`src/rtl/input_conditioner_pkg.sv`:
```
// input_conditioner_pkg
//   Shared constants for the input conditioner: default parameter values,
//   symbolic channel indices and the debounce counter width helper.
package input_conditioner_pkg;

  localparam int N_CH_DEF            = 4;
  localparam int SYNC_STAGES_DEF     = 2;
  localparam int DEBOUNCE_CYCLES_DEF = 16;

  // Channel assignment used by the default four-channel build.
  localparam int CH_RESET  = 0;
  localparam int CH_WALK   = 1;
  localparam int CH_REPROG = 2;
  localparam int CH_SENSOR = 3;

  // Debounce counter width: max(1, clog2(cycles)). The counter only has to
  // reach cycles-1, so clog2 bits are enough; one cycle still needs one bit.
  function automatic int cnt_width(input int cycles);
    return (cycles < 2) ? 1 : $clog2(cycles);
  endfunction

endpackage

```
`src/rtl/input_conditioner_ch.sv`:
```
// input_conditioner_ch
//   One conditioner channel: synchronizer chain, debounce counter, edge
//   pulses and a sticky request flag.
//   Ports:
//     clk         system clock, rising edge
//     reset       synchronous active-high reset
//     raw_in      asynchronous external input
//     clear_in    acknowledge that clears req_latched
//     level_out   synchronized, debounced level
//     rise_pulse  one-cycle pulse on an accepted 0->1 change of level_out
//     fall_pulse  one-cycle pulse on an accepted 1->0 change of level_out
//     req_latched sticky flag set by rise_pulse, cleared by clear_in
module input_conditioner_ch
  import input_conditioner_pkg::*;
#(
  parameter int SYNC_STAGES     = SYNC_STAGES_DEF,
  parameter int DEBOUNCE_CYCLES = DEBOUNCE_CYCLES_DEF
) (
  input  logic clk,
  input  logic reset,
  input  logic raw_in,
  input  logic clear_in,
  output logic level_out,
  output logic rise_pulse,
  output logic fall_pulse,
  output logic req_latched
);

  localparam int CW = cnt_width(DEBOUNCE_CYCLES);
  localparam logic [CW-1:0] CNT_MAX = CW'(DEBOUNCE_CYCLES - 1);

  logic [SYNC_STAGES-1:0] sync_q;
  logic                   sync;
  logic [CW-1:0]          cnt_q, cnt_d;
  logic                   level_q, level_d;
  logic                   rise_q, rise_d;
  logic                   fall_q, fall_d;
  logic                   req_q, req_d;

  assign sync = sync_q[SYNC_STAGES-1];

  // Plain shift chain: nothing between stages so each flop gets a full
  // cycle to resolve metastability.
  always_ff @(posedge clk) begin
    if (reset) begin
      sync_q <= '0;
    end else begin
      sync_q <= {sync_q[SYNC_STAGES-2:0], raw_in};
    end
  end

  always_comb begin
    cnt_d   = cnt_q;
    level_d = level_q;
    rise_d  = 1'b0;
    fall_d  = 1'b0;
    req_d   = req_q;

    if (sync == level_q) begin
      // Any return to the accepted level restarts the qualification window.
      cnt_d = '0;
    end else if (cnt_q == CNT_MAX) begin
      // New level has held long enough: accept it and emit the edge pulse
      // on the same edge level_out changes.
      cnt_d   = '0;
      level_d = sync;
      rise_d  = sync;
      fall_d  = ~sync;
    end else begin
      cnt_d = cnt_q + CW'(1);
    end

    // Set has priority over a coincident clear.
    if (rise_d) begin
      req_d = 1'b1;
    end else if (clear_in) begin
      req_d = 1'b0;
    end
  end

  always_ff @(posedge clk) begin
    if (reset) begin
      cnt_q   <= '0;
      level_q <= 1'b0;
      rise_q  <= 1'b0;
      fall_q  <= 1'b0;
      req_q   <= 1'b0;
    end else begin
      cnt_q   <= cnt_d;
      level_q <= level_d;
      rise_q  <= rise_d;
      fall_q  <= fall_d;
      req_q   <= req_d;
    end
  end

  assign level_out   = level_q;
  assign rise_pulse  = rise_q;
  assign fall_pulse  = fall_q;
  assign req_latched = req_q;

endmodule

```
`src/rtl/input_conditioner.sv`:
```
// input_conditioner
//   N_CH independent input conditioning channels (synchronize, debounce,
//   edge-detect, latch requests). Pure structural wrapper.
//   Ports:
//     clk         system clock, rising edge
//     reset       synchronous active-high reset
//     raw_in      [N_CH] asynchronous external inputs
//     clear_in    [N_CH] per-channel request acknowledge
//     level_out   [N_CH] debounced levels
//     rise_pulse  [N_CH] accepted 0->1 pulses
//     fall_pulse  [N_CH] accepted 1->0 pulses
//     req_latched [N_CH] sticky request flags
module input_conditioner
  import input_conditioner_pkg::*;
#(
  parameter int N_CH            = N_CH_DEF,
  parameter int SYNC_STAGES     = SYNC_STAGES_DEF,
  parameter int DEBOUNCE_CYCLES = DEBOUNCE_CYCLES_DEF
) (
  input  logic            clk,
  input  logic            reset,
  input  logic [N_CH-1:0] raw_in,
  input  logic [N_CH-1:0] clear_in,
  output logic [N_CH-1:0] level_out,
  output logic [N_CH-1:0] rise_pulse,
  output logic [N_CH-1:0] fall_pulse,
  output logic [N_CH-1:0] req_latched
);

  for (genvar gi = 0; gi < N_CH; gi++) begin : g_ch
    input_conditioner_ch #(
      .SYNC_STAGES    (SYNC_STAGES),
      .DEBOUNCE_CYCLES(DEBOUNCE_CYCLES)
    ) u_ch (
      .clk        (clk),
      .reset      (reset),
      .raw_in     (raw_in[gi]),
      .clear_in   (clear_in[gi]),
      .level_out  (level_out[gi]),
      .rise_pulse (rise_pulse[gi]),
      .fall_pulse (fall_pulse[gi]),
      .req_latched(req_latched[gi])
    );
  end

endmodule

```
`config.mk`:
```
export PLATFORM = sky130hd
export DESIGN_NAME = input_conditioner
export DESIGN_NICKNAME = d
export VERILOG_FILES = /design/src/rtl/input_conditioner_pkg.sv /design/src/rtl/input_conditioner_ch.sv /design/src/rtl/input_conditioner.sv
export SDC_FILE = /design/constraint.sdc
export NUM_CORES = 1
export LEC_CHECK = 0
export BUFFER_PORTS_ARGS = -buffer_cell sky130_fd_sc_hd__buf_4
export CAP_MARGIN = 20
export CELL_PAD_IN_SITES_DETAIL_PLACEMENT = 1
export CELL_PAD_IN_SITES_GLOBAL_PLACEMENT = 1
export CORE_MARGIN = 2
export CORE_UTILIZATION = 45
export DETAILED_ROUTE_END_ITERATION = 10
export GPL_TIMING_DRIVEN = 0
export PLACE_DENSITY = 0.83
export SYNTH_ARGS = -nofsm -noshare
export SYNTH_HDL_FRONTEND = slang
export SYNTH_SLANG_ARGS = --single-unit
```
`constraint.sdc`:
```
create_clock -name clk -period 3.06 [get_ports clk]
set_clock_uncertainty 0.15 [all_clocks]
set_input_delay 0.306 -clock clk [delete_from_list [all_inputs] [get_ports clk]]
set_output_delay 0.306 -clock clk [all_outputs]
set_load 0.005 [all_outputs]
```
==> impl_metrics.csv <==
group,metric,value,unit
power_and_ir_drop,ir_drop,270,uV
worst_setup_path,path_class,"input pin to register",
power_and_ir_drop,p_int,0.630,mW
synthesis,synthDistinctLibCells,17,
finish,drive_gt1_share,34.1,%
sta,final.setup.tns,0,ns
finish,post-route-util,56.3,%
floorplan,row_count,21,
worst_setup_path,cp.arrival,1.62,ns
grt,grtUsageTotal,16.3,%
placed_design,place_congestion,0.659,
synthesis,synth_area,1540,um^2
synthesis,ys_seq_area_share,51.9,%
route,drc,0,
synthesis,yosysWarnings,0,
power_and_ir_drop,p_comb_share,4.2,%
synthesis,ys_seq_elements,40,
min_path,hp-class,"input pin to register",
sta,period_share,49.9,%
grt,grt_pass1_wl,4.92,mm
finish,final_nets,196,
worst_setup_path,crit_required,3.15,ns
sta,fin_crit,1.53,ns
sta,fmax,655,MHz
grt,grt-ovfl-total,0,
sta,slew_violations,0,
job,drv_cap,0,
finish,fillCellCount,385,
power_and_ir_drop,power,0.811,mW
power_and_ir_drop,power.leakage,0.831,nW
floorplan,boundaryPins,26,
grt,antenna_found_initial,0,
clock_tree,post_cts_resized,0,
power_and_ir_drop,p_switching,0.181,mW
power_and_ir_drop,p_sw_share,22.3,%
clock_tree,cts.sinks,40,
finish,area_growth,20.8,%
floorplan,dieArea,3910,um^2
run_status,status,"complete, no violations",
sta,finalHoldWorstSlack,0.0332,ns
route,ant_nets,0,
route,vias_per_cell,4.53,
sta,rsz0062_at_grt,"no",
sta,setup-violations-final,0,
route,drt-pass1-iter-count,4,
placed_design,hpwl,2.05,mm
worst_setup_path,cp_max_fo,1,
clock_tree,clockRootBuffer,"clkbuf_4",
floorplan,start_util,46.6,%
grt,grt_max_degree,12,
placed_design,io_buffer_count,25,
power_and_ir_drop,seqPwrFrac,65.5,%
sta,tightest_slew,0.210,ns
floorplan,core_area,3310,um^2
route,wl,2.70,mm
worst_setup_path,startpoint_type,"input pin",
clock_tree,cts_buffer_depth,2,
sta,hold_violations,0,
synthesis,synthCells,147,
synthesis,synth.avg_cell_area,10.5,um^2
synthesis,synthesis.nets,161,
route,wl_per_cell,11.9,um
power_and_ir_drop,p_clk_share,30.2,%
finish,antenna_cells,0,
clock_tree,clkSlewWorstSetupHoldPaths,0.10,ns
clock_tree,cts_buffers,5,
floorplan,dieWidth,62.6,um
route,num_vias,1032,
grt,grt_pass1_vias,1140,
clock_tree,clock_latency,0.35,ns
worst_setup_path,crit_path_end_kind,"register",
route,first_iter_violations,10,
sta,slew_headroom,86.0,%
floorplan,die_y,62.6,um
clock_tree,cts_tree,"built",
power_and_ir_drop,power_density,435,nW/um^2
clock_tree,htreeDepth,2,
==> worst max-delay path: stages <==
cell	delay, ns
dlygate4sd3_1	0.54
buf_4	0.13
nor2b_1	0.11
dlygate4sd3_1	0.54
==> layout by cell type, fill, tap and decap left out, types with 5 or more instances in the layout <==
| cell type | instances |
|---|---|
| buf_4 | 42 |
| inv_1 | 8 |
| nor2b_1 | 8 |
| nand3_2 | 8 |
| xor2_1 | 8 |
| dfxtp_1 | 40 |
| nor2_1 | 24 |
| clkbuf_4 | 5 |
==> cells in the mapped netlist <==
cell type,number,area share [%]
inv_2,1,0.24
nand3_2,8,5.2
nand3_1,4,1.3
buf_2,1,0.32
xor2_1,8,4.5
nor2_1,24,5.8
inv_1,8,1.9
dfxtp_1,40,52
xnor2_1,4,2.3
a2bb2oi_1,4,2.3
buf_4,17,8.3
nor4b_2,4,3.9
nand2b_1,4,1.6
ha_1,4,3.2
mux2i_1,4,2.6
nor2b_1,8,3.2
nor3_1,4,1.3
==> per-stage QoR <==
step,cell area [um^2],setup WS [ns],std cells
after detailed placement,1790,1.83,218
after CTS,1830,1.60,225
final,1860,1.53,228
after global routing,1860,1.53,228
after global placement,1790,1.87,218
after floorplan,1540,1.92,147
==> cell type report <==
cell class | instances | area [um^2] | share of cell area, %
Buffer | 18 | 133 | 7.11
Clock buffer | 6 | 41.3 | 2.21
Clock inverter | 1 | 5.00 | 0.268
Inverter | 9 | 33.8 | 1.81
Multi-Input combinational cell | 80 | 576 | 30.9
Sequential cell | 40 | 801 | 43.0
Tap cell | 46 | 57.6 | 3.09
Timing Repair Buffer | 28 | 218 | 11.7
==> repair_timing <==
| action | 4_1_cts | 5_1_grt |
|---|---|---|
| endpoints found under the hold margin | 0 | 2 |
| buffers inserted | 0 | 0 |
| hold buffers | 0 | 3 |
==> metal layers <==
metal  vias up  global-route usage (%)  share of wire (%)
li1        524                       -                  -
met1       483                    17.0                 40
met2        20                    29.3                 54
met3         5                    5.59                4.0
met4         0                    7.78                1.5
met5         -                       0                  0
==> kinds of logic (layout without fill, tap and decap cells) <==
group,after synthesis,count (layout),share of synthesized area (%)
buffers and inverters,27,62,10.8
muxes,4,4,2.60
xor gates and xnor gates,12,12,6.81
and+or+nand+nor,56,56,22.4
DFF,40,40,51.9
adders and majority gates,4,4,3.24
AOI/OAI and AO/OA,4,4,2.27
==> worst paths after layout <==
kind                                              from                     end  slack (ns)  depth (start not counted)
worst max-delay path                         raw_in[2]  g_ch[2].u_ch.sync_q[0]        1.53                          4
worst min-delay path                         raw_in[0]  g_ch[0].u_ch.sync_q[0]        0.03                          2
worst max register to register   g_ch[0].u_ch.cnt_q[0]  g_ch[0].u_ch.level_out        1.80                          4
worst min register to register  g_ch[2].u_ch.sync_q[0]  g_ch[2].u_ch.sync_q[1]        0.31                          1
==> power by group through the flow <==
stage	clock, mW	combinational (mW)	sequential [mW]
after global placement	0	0.0301	0.543
final	0.245	0.0343	0.532
after floorplan	0	0.0171	0.542
after CTS	0.254	0.0321	0.532
after detailed placement	0	0.0320	0.543
after global routing	0.281	0.0386	0.533
==> registers in the layout (all words and copies together), names as in the netlist <==
name                   flops
g_ch.u_ch.cnt_q           16
g_ch.u_ch.sync_q           8
g_ch.u_ch.fall_pulse       4
g_ch.u_ch.level_out        4
g_ch.u_ch.req_latched      4
g_ch.u_ch.rise_pulse       4
Note: power is estimated with default switching activity, not from simulation.
